`config.mk`:
```
export PLATFORM = sky130hd
export DESIGN_NAME = uart_tx_engine
export DESIGN_NICKNAME = d
export VERILOG_FILES = /design/src/rtl/uart_tx_pkg.sv /design/src/rtl/uart_tx_serializer.sv /design/src/rtl/uart_tx_engine.sv
export SDC_FILE = /design/constraint.sdc
export NUM_CORES = 1
export LEC_CHECK = 0
export CORE_AREA = 2 2 66 68
export CTS_BUF_LIST = sky130_fd_sc_hd__clkbuf_4 sky130_fd_sc_hd__clkbuf_8
export DETAILED_ROUTE_END_ITERATION = 16
export DIE_AREA = 0 0 68 70
export DONT_BUFFER_PORTS = 1
export PLACE_DENSITY_LB_ADDON = 0.08
export SETUP_SLACK_MARGIN = 0.2
export SYNTH_ARGS = -nofsm -noshare
export SYNTH_HDL_FRONTEND = slang
export SYNTH_HIERARCHICAL = 1
export SYNTH_SLANG_ARGS = --single-unit
```
`constraint.sdc`:
```
create_clock -name CLK -period 6.5 [get_ports CLK]
set_input_delay 1.3 -clock CLK [delete_from_list [all_inputs] [get_ports CLK]]
set_output_delay 1.3 -clock CLK [all_outputs]
set_load 0.05 [all_outputs]
```
`src/rtl/uart_tx_pkg.sv`:
```
// uart_tx_pkg: shared state encoding, line-select codes and line-select helper for the UART transmitter
//   state_t      one-hot FSM state (6 bits)
//   line_sel_t   source of the serial line level (START/DATA/PARITY/STOP)
//   line_sel()   maps an FSM state to the line source it drives
package uart_tx_pkg;
   typedef enum logic [5:0] {
      ST_IDLE   = 6'b000001,
      ST_START  = 6'b000010,
      ST_DATA   = 6'b000100,
      ST_PARITY = 6'b001000,
      ST_STOP1  = 6'b010000,
      ST_STOP2  = 6'b100000
   } state_t;
   typedef enum logic [1:0] {
      LS_START,
      LS_DATA,
      LS_PARITY,
      LS_STOP
   } line_sel_t;
   function automatic line_sel_t line_sel(input state_t s);
      return s == ST_START  ? LS_START  :
             s == ST_DATA   ? LS_DATA   :
             s == ST_PARITY ? LS_PARITY : LS_STOP;
   endfunction
endpackage

```
`src/rtl/uart_tx_serializer.sv`:
```
// uart_tx_serializer: data shift register and bit counter for the UART transmitter
//   CLK       bit-rate clock
//   RST       asynchronous active-low reset
//   load      capture din and clear the bit counter
//   shift_en  consume bit_out, shift right, count one bit
//   din       character to serialize
//   bit_out   next data bit to put on the line (LSB first)
//   done      all DATA_W bits have been consumed
module uart_tx_serializer #(
   parameter int DATA_W = 8
) (
   input  logic              CLK,
   input  logic              RST,
   input  logic              load,
   input  logic              shift_en,
   input  logic [DATA_W-1:0] din,
   output logic              bit_out,
   output logic              done
);
   localparam int CW = $clog2(DATA_W + 1);
   logic [DATA_W-1:0] sh;
   logic [CW-1:0]     cnt;
   always_ff @(posedge CLK or negedge RST)
      if (!RST) begin
         sh  <= '0;
         cnt <= '0;
      end else if (load) begin
         sh  <= din;
         cnt <= '0;
      end else if (shift_en) begin
         sh  <= sh >> 1;
         cnt <= cnt + 1'b1;
      end
   assign bit_out = sh[0];
   assign done    = cnt == CW'(DATA_W);
endmodule

```
`src/rtl/uart_tx_engine.sv`:
```
// uart_tx_engine: UART transmit FSM with optional parity and one or two stop bits
//   CLK         bit-rate clock, one line bit per cycle
//   RST         asynchronous active-low reset
//   P_DATA      character to send (DATA_W bits)
//   DATA_VALID  send request, accepted in IDLE or in the last stop cycle
//   PAR_EN      append a parity bit
//   PAR_TYP     0 = even parity, 1 = odd parity
//   STOP2       two stop bits (honoured only when UART_TX_STOP2_EN is defined)
//   TX_OUT      registered serial line
//   BUSY        registered, high from START through the last stop bit
//   DATA_ACK    registered, high during the START cycle
// Build option: define UART_TX_STOP2_EN to build the second stop state.
module uart_tx_engine
   import uart_tx_pkg::*;
#(
   parameter int   DATA_W   = 8,
   parameter logic IDLE_LVL = 1'b1
) (
   input  logic              CLK,
   input  logic              RST,
   input  logic [DATA_W-1:0] P_DATA,
   input  logic              DATA_VALID,
   input  logic              PAR_EN,
   input  logic              PAR_TYP,
   input  logic              STOP2,
   output logic              TX_OUT,
   output logic              BUSY,
   output logic              DATA_ACK
);
   state_t    state, nxt;
   line_sel_t sel;
   logic      ser_bit, ser_done, shift_en, last_stop, accept, tx_d;
   logic      par_en_q, par_bit_q;
`ifdef UART_TX_STOP2_EN
   logic stop2_q;
   assign last_stop = state == ST_STOP2 || (state == ST_STOP1 && !stop2_q);
   always_ff @(posedge CLK or negedge RST)
      if (!RST) stop2_q <= 1'b0;
      else if (accept) stop2_q <= STOP2;
`else
   logic unused_stop2;
   assign unused_stop2 = STOP2;
   assign last_stop    = state == ST_STOP1;
`endif
   assign accept = DATA_VALID && (state == ST_IDLE || last_stop);
   // The line and status registers are loaded from the next state so they
   // change on the same edge as the state itself.
   always_comb begin
      nxt = ST_IDLE;
      if (accept) nxt = ST_START;
      else if (!last_stop)
         case (state)
            ST_START:  nxt = ST_DATA;
            ST_DATA:   nxt = ser_done ? (par_en_q ? ST_PARITY : ST_STOP1) : ST_DATA;
            ST_PARITY: nxt = ST_STOP1;
            ST_STOP1:  nxt = ST_STOP2;
            default:   nxt = ST_IDLE;
         endcase
   end
   assign sel      = line_sel(nxt);
   assign shift_en = nxt == ST_DATA;
   assign tx_d     = sel == LS_START  ? 1'b0      :
                     sel == LS_DATA   ? ser_bit   :
                     sel == LS_PARITY ? par_bit_q : IDLE_LVL;
   uart_tx_serializer #(.DATA_W(DATA_W)) u_ser (
      .CLK      (CLK),
      .RST      (RST),
      .load     (accept),
      .shift_en (shift_en),
      .din      (P_DATA),
      .bit_out  (ser_bit),
      .done     (ser_done)
   );
   always_ff @(posedge CLK or negedge RST)
      if (!RST) begin
         state     <= ST_IDLE;
         TX_OUT    <= IDLE_LVL;
         BUSY      <= 1'b0;
         DATA_ACK  <= 1'b0;
         par_en_q  <= 1'b0;
         par_bit_q <= 1'b0;
      end else begin
         state    <= nxt;
         TX_OUT   <= tx_d;
         BUSY     <= nxt != ST_IDLE;
         DATA_ACK <= nxt == ST_START;
         if (accept) begin
            par_en_q  <= PAR_EN;
            par_bit_q <= ^P_DATA ^ PAR_TYP;
         end
      end
endmodule

```
==> results.txt, run 1 <==
Of the total synthesized cell area, the portion taken by AND, OR, NAND and NOR gates is 0.184. The average instance in the mapped netlist occupies 11.4 sq um. The biggest area contributor in the post-synthesis netlist is dfrtp_1. The placer's final routability congestion estimate is 0.683. The largest buffer count on any clock path came out at 2. The maximum vdd ir drop came out at 0.142 mV. Setup repair after global routing left no endpoint under its margin.

The region available for standard cell placement spans 4140 sq um. Once layout is complete, the cells apart from fillers number 157. The post-CTS setup repair buffer count is 0.

Timing analysis after detailed placement gives a worst setup slack of 4.08 ns. The met3 track demand over resource came out at 0.0419. The minimum setup slack in the final design came out at 4.25 ns. The multiplexer fraction of the synthesized cell area came out at 0.102.

STA classifies the critical path endpoint as a primary output. The detailed-router iteration count before antenna repair is 4. The number of warnings reported in the yosys synthesis log came out at 6.

The fraction of the mapped netlist area in compound gates is 0.0806. Along the worst hold path, the cell count comes to 2. The die is 68 microns wide. The data arrival time of the critical path is 0.95 ns.

The total detailed-routing wirelength came out at 2050 microns. The floorplan die height came out at 70 microns. The wire length of the first global-routing pass came out at 3640 microns. The half-perimeter wire length of the detailed placement result is 1410 microns. Entering global routing, the biggest net connects 26 pins. The via count of the first global-routing pass is 804. The startpoint kind of the worst setup timing path is a register.

The count of endpoints failing setup in the final report is 0. The number of max-slew violations in the final report is 0. The number of nets produced by synthesis is 121. The worst reg-to-reg path cell count came out at 10. The count of nets left with antenna violations after detail routing is 0. After clock tree synthesis, the clock-pin slew on the worst setup and hold paths is 0.09 ns.

In the synthesized netlist, the number of instances is 105. The sum of negative setup slack came out at 0 ns. The number of unique standard cell types used by synthesis is 37. The run finished with clean final reports.

The CTS tree is yes. After global routing the overflow that remains totals 0. The area share of fa/ha/maj cells after synthesis came out at 0.0209. The count of instances resized after the clock tree is built came out at 0. The total stage count of the critical path came out at 0.

The endpoint required time on the critical path came out at 5.20 ns. The number of H-tree levels is 1. The combined area of all synthesized cells came out at 1190 sq um. Pin placement for this block handled 17 I/O pins. Measured against its own limit, the worst slew margin works out to 0.702. Of the post-synthesis cell area, the dominant cell type holds 0.419.

The clock reaches the later pin of the worst-skew pair after 0.26 ns. The number of antenna diodes in the final layout is 0. The area share of xor/xnor cells in the synthesized design is 0.101. The power density relative to cell area came out at 404 nW/um^2. The ratio of routed vias to standard cells came out at 4.71. The sink count of the clock tree came out at 22. The clock skew after layout is 0.00775 ns. The transition at the pin with the smallest max-transition slack is 0.447 ns. The routing usage on met1 is 0.124.

In this run the most used layer during global routing was met2. The minimum period implied by the final worst setup slack is 2.25 ns. The detailed router placed 740 vias in this run. The count of port buffers added during placement came out at 0. The final clock period utilization by the worst path came out at 0.347. The detailed-route DRC error count is 0. The number of max-capacitance violations reported came out at 0. The aggregate global-route resource usage came out at 0.101. The total power is 522 uW. The number of cells in the design after placement is 153. The sequential area share after synthesis is 0.463.

The die outline area is 4760 sq um. The static power due to leakage is 0.000525 uW. In the final layout, the share of cells above drive strength 1 is 0.171. Buffers inserted during clock tree synthesis total 3.

The combinational family with the most area after synthesis is simple AND/OR/NAND/NOR gates. The final hold violation count is 0. The routed length per instance is 13.1 microns. The path class of the tightest hold or removal check is reg -> reg. By area the synthesized netlist is led by dfrtp_1 42%, mux2i_1 6.7%, dfstp_2 4.4%. The number of antenna violations at the first check in global routing came out at 0. From synthesis to final layout, the design area changed by 8.17%. The initial core utilization came out at 0.288. The post-route worst hold slack is 0.497 ns. The met2 global-route usage is 0.164.

The number of synthesized register bits came out at 22. The number of buffers added to fix hold violations after cts is 0. The highest clock rate is 444 MHz.

The net count of the finished layout came out at 122. The cell at the root of the clock tree is clkbuf_8. The number of core rows came out at 24.

The critical path is of the reg -> out type. The largest fanout on the critical path is 1. For this block, the initial DRC count from the detailed router was 61.
-- cell type report --
class	count	area [sq um]
fill	439	2850
clock buffer	4	55.1
timing repair buffer	2	15.0
sequential	22	553
tap	52	65.1
inverter	4	15.0
multi-input combinational	73	589
-- path summary, 6_finish.rpt --
| check | from | end | slack, ns |
|---|---|---|---|
| max | TX_OUT$_DFF_PN1_ | TX_OUT | 4.25 |
| min | u_ser/sh[0]$_DFFE_PN0P_ | TX_OUT$_DFF_PN1_ | 0.50 |
| max reg2reg | u_ser/cnt[0]$_DFFE_PN0P_ | u_ser/cnt[3]$_DFFE_PN0P_ | 4.47 |
| min reg2reg | u_ser/sh[0]$_DFFE_PN0P_ | TX_OUT$_DFF_PN1_ | 0.50 |
| max in group asynchronous | RST | TX_OUT$_DFF_PN1_ | 5.61 |
| min in group asynchronous | RST | BUSY$_DFF_PN0_ | 0.72 |
-- stage by stage --
step / area [sq um] / utilization
after detailed placement: 1240 / 0.299
after CTS: 1290 / 0.312
after global routing: 1290 / 0.312
final: 1290 / 0.312
after floorplan: 1190 / -
after global placement: 1240 / 0.299
-- flip-flops by register name, summed over array words and instances (netlist names) --
| signal | flops |
|---|---|
| TX_OUT | 1 |
| state | 5 |
| u_ser/cnt | 4 |
| DATA_ACK | 1 |
| u_ser/sh | 8 |
| par_bit_q | 1 |
| par_en_q | 1 |
| BUSY | 1 |
-- synthesized netlist by cell type --
cell type and instances:
nand3b_1 2, xnor2_1 5, buf_6 1, xor2_1 1, buf_2 2, a21bo_2 1
nor3b_1 1, nand2b_4 1, dfrtp_1 20, nor3_1 1, nor4_4 1, o21ai_1 6
a2bb2oi_1 1, a31oi_1 1, nor2b_1 3, xnor2_4 1, mux2_1 1, ha_1 2
mux2i_1 8, a221oi_1 1, o21ai_0 3, nor4_1 4, nand4b_1 1, mux2_4 2
xnor2_2 1, nor4bb_1 2, a21oi_1 2, nand2b_1 1, o21a_1 1, nor2_1 7
nand2_1 9, inv_1 4, buf_4 3, dfstp_2 2, nor4_2 1, nand4_1 1
xnor3_2 1
-- cells by family after synthesis --
kind of cell / Yosys count
AND/OR/NAND/NOR: 35
flip-flops: 22
AO/OA/AOI/OAI: 16
multiplexers: 11
buffers and inverters: 10
XOR/XNOR: 9
adder cells (fa/ha/maj): 2
-- metal layers --
| layer | part of all wire | routed length (microns) | vias to the layer above |
|---|---|---|---|
| met5 | 0 | 0 | - |
| met4 | 0.0063 | 13 | 0 |
| met3 | 0.048 | 99 | 2 |
| met2 | 0.48 | 974 | 13 |
| met1 | 0.47 | 961 | 361 |
| li1 | - | - | 364 |
-- layout by cell type, fill, tap and decap left out, types with 2 or more instances in the layout --
cell / netlist / layout
nor2b_1: 3 / 3
nor4_2: 1 / 2
a21oi_1: 2 / 2
dfstp_2: 2 / 2
nor2_1: 7 / 7
xnor2_1: 5 / 5
o21ai_1: 6 / 6
clkbuf_8: 0 / 4
nand3b_1: 2 / 2
buf_4: 3 / 2
nor4bb_1: 2 / 2
dfrtp_1: 20 / 20
nor4_1: 4 / 3
mux2_4: 2 / 2
nand2_1: 9 / 9
o21ai_0: 3 / 3
inv_1: 4 / 4
ha_1: 2 / 2
mux2i_1: 8 / 8
-- power by group --
part	internal [uW]	switching [uW]
combinational	84.4	76.7
clock	54.0	45.4
sequential	191	70.5
Power figures use the tool's default switching activity.
==> inputs of run 2 (changes only) <==
==> constraint.sdc (replaced) <==
create_clock -name CLK -period 2.1 [get_ports CLK]
set_input_delay 0.42 -clock CLK [delete_from_list [all_inputs] [get_ports CLK]]
set_output_delay 0.42 -clock CLK [all_outputs]
set_load 0.05 [all_outputs]
==> run 2 against run 1 <==
Against the previous run:
- combinational power increased to 4.2 times the previous value
- first-iteration DRC count decreased by 41%
- count of clock-buffer cells in the layout decreased by 1
- clock power increased to 2.6 times the previous value
- power increased to 3.3 times the previous value
- sequential cell count unchanged
- hold slack got worse by 0.21 ns
- register-to-register slack got worse by 4.1 ns
- sequential share of layout area decreased by 3.9 points
- non-clock buffer count increased by 12
- critical path depth increased by 5
- sequential power increased to 3.0 times the previous value
==> results.txt, run 2 (synthesis results as in run 1) <==
The flow ran to the end, and the final reports show no timing, DRC or antenna violations. Setup repair after global routing left no endpoint under its margin. The type of the tightest min-delay check is in -> reg. The placeable core area came out at 4140 sq um. The half-perimeter wire length of the detailed placement result is 1510 microns. The number of max-slew violations in the final report is 0. The first routing iteration left 36 violations. The largest buffer count on any clock path is 2. The via count of the first global-routing pass came out at 811. The number of antenna diodes in the final layout is 0.

The data arrival time of the critical path came out at 1.89 ns. The count of endpoints failing setup in the final report came out at 0. The sum of routed wire segments on met1 came out at 1060 microns. The largest registers in the layout are u_ser/sh x8, state x5, u_ser/cnt x4. Counting I/O delays and the setup requirement, the final critical path takes 1.74 ns.

The routed length per instance is 13.6 microns. The endpoint required time on the critical path is 2.25 ns. For this design the static power due to leakage is 0.000593 uW.

The count of nets left with antenna violations after detail routing is 0. The final clock period utilization by the worst path came out at 0.827. The total detailed-routing wirelength is 2280 microns.

The transition at the pin with the smallest max-transition slack came out at 1.03 ns. The clock skew after layout came out at 0.00154 ns. The pin count of the biggest net entering global routing is 26. The die outline area is 4760 sq um. For this configuration, the core starts out at a cell density of 0.288. The detailed-router iteration count before antenna repair is 4. Leaving out fill and tap cells, the most frequent cell in the layout is dfrtp_1. The clock-pin transition on the worst setup and hold timing paths came out at 0.08 ns. The register cell area after layout came out at 553 sq um.

The area added between synthesis and finish is 19.0%. The TritonCTS buffer count is 3. The net count of the finished layout came out at 134.

The type of element capturing the critical path is a register. The sink count of the clock tree is 22. Clock tree synthesis selected as its root buffer the cell clkbuf_8. In the layout the commonest cells are 20 x dfrtp_1, 10 x buf_4, 9 x nand2_1, 8 x mux2i_1, 7 x nor2_1. After filler insertion, the fill cell instance count of the layout stands at 436. The congestion estimate from routability-driven global placement came to 0.707.

The maximum vdd ir drop came out at 0.498 mV. After global routing the overflow that remains totals 0. The number of cells in the design after placement is 161. The share of post-route cells with drive strength above 1 came out at 0.259. The horizontal extent of the die is 68 microns.

The number of H-tree levels came out at 1. The floorplan die height came out at 70 microns. The first global-routing pass estimated 3770 microns of wire. The total power is 1730 uW.

The number of antenna violations at the first check in global routing is 0. The highest layer touched by signal routing is met4. With fillers left out, the area of the finished cells amounts to 1420 sq um. Using the TritonRoute via totals, the vias-per-cell ratio works out to 4.68. The detailed-route DRC error count came out at 0. Static timing analysis puts the maximum clock frequency at 576 MHz. The met3 wirelength from detailed routing is 105 microns. The startpoint kind of the worst setup timing path is a register. The source-to-sink clock delay at the later pin of the worst-skew pair came out at 0.26 ns. The aggregate global-route resource usage came out at 0.107. The number of max-capacitance violations reported is 0. More flip-flops sit in one register than any other, and that register is u_ser/sh. TritonCTS built the clock tree.

The number of core rows came out at 24. The critical path is of the reg -> reg type. Power spread over the standard cell area amounts to 1220 nW/um^2. The tightest slew margin relative to the limit is 0.311. The number of top-level pins came out at 17.

The count of non-filler cells in the finished layout is 168. The count of port buffers added during placement is 0. The largest fanout on the critical path came out at 25.

The area after detailed placement is 1310 sq um. The register with the most flip-flops in the layout has 8 of them. The sum of negative setup slack is 0 ns. The total met2 wirelength after detailed routing came out at 1080 microns. The area taken by multi-input logic gates is 606 sq um.

The final hold violation count is 0. The overall via count from detail_route came out at 786.
## run 2: cell type report
class                      count  area share
inverter                       4      0.0106
tap                           52      0.0458
clock buffer                   3      0.0290
timing repair buffer          14      0.0995
sequential                    22       0.389
multi-input combinational     73       0.426
## run 2: worst paths after layout
path                                             from                       end  slack (ns)  cells after the start
worst max-delay path               state[0]$_DFF_PN1_  u_ser/cnt[3]$_DFFE_PN0P_        0.36                      5
worst min-delay path                        P_DATA[4]   u_ser/sh[4]$_DFFE_PN0P_        0.29                      2
worst max register to register     state[0]$_DFF_PN1_  u_ser/cnt[3]$_DFFE_PN0P_        0.36                      5
worst min register to register  par_bit_q$_DFFE_PN0P_          TX_OUT$_DFF_PN1_        0.50                      2
max in group asynchronous                         RST   u_ser/sh[0]$_DFFE_PN0P_        0.70                      1
min in group asynchronous                         RST        DATA_ACK$_DFF_PN0_        0.78                      1
## run 2: report_power, final
part	total [uW]	switching, uW	leakage (uW)	internal (uW)
logic	682	311	0.000293	371
registers	787	194	0.000279	593
clock network	262	134	0.0000216	128
total	1730	639	0.000593	1090
## run 2: critical path, stage by stage (launching register included)
cell	delay (ns)
dfstp_2	0.66
xnor2_1	0.15
nor4_4	0.14
buf_4	0.31
nor2_1	0.08
mux2_4	0.27
## run 2: timing repair
item	in CTS	in global routing
gates cloned	0	1
hold buffers	1	0
hold endpoints to repair	22	0
gates resized for setup	1	3
endpoints found under the setup margin	11	10
setup buffers	2	0
pin swaps	1	4
## run 2: per-stage QoR
stage               utilization  hold slack, ns  worst slack (ns)
floorplan                     -           0.124             0.247
global placement          0.316           0.125          -0.00536
detailed placement        0.316           0.125           -0.0143
CTS                       0.334           0.281             0.234
global route              0.343           0.273             0.244
finish                    0.343           0.288             0.364
## run 2: routing by layer
| layer | GRT usage | up-vias |
|---|---|---|
| met1 | 0.146 | 383 |
| li1 | - | 387 |
| met2 | 0.160 | 12 |
| met3 | 0.0403 | 4 |
| met4 | 0.0267 | 0 |
| met5 | 0 | - |
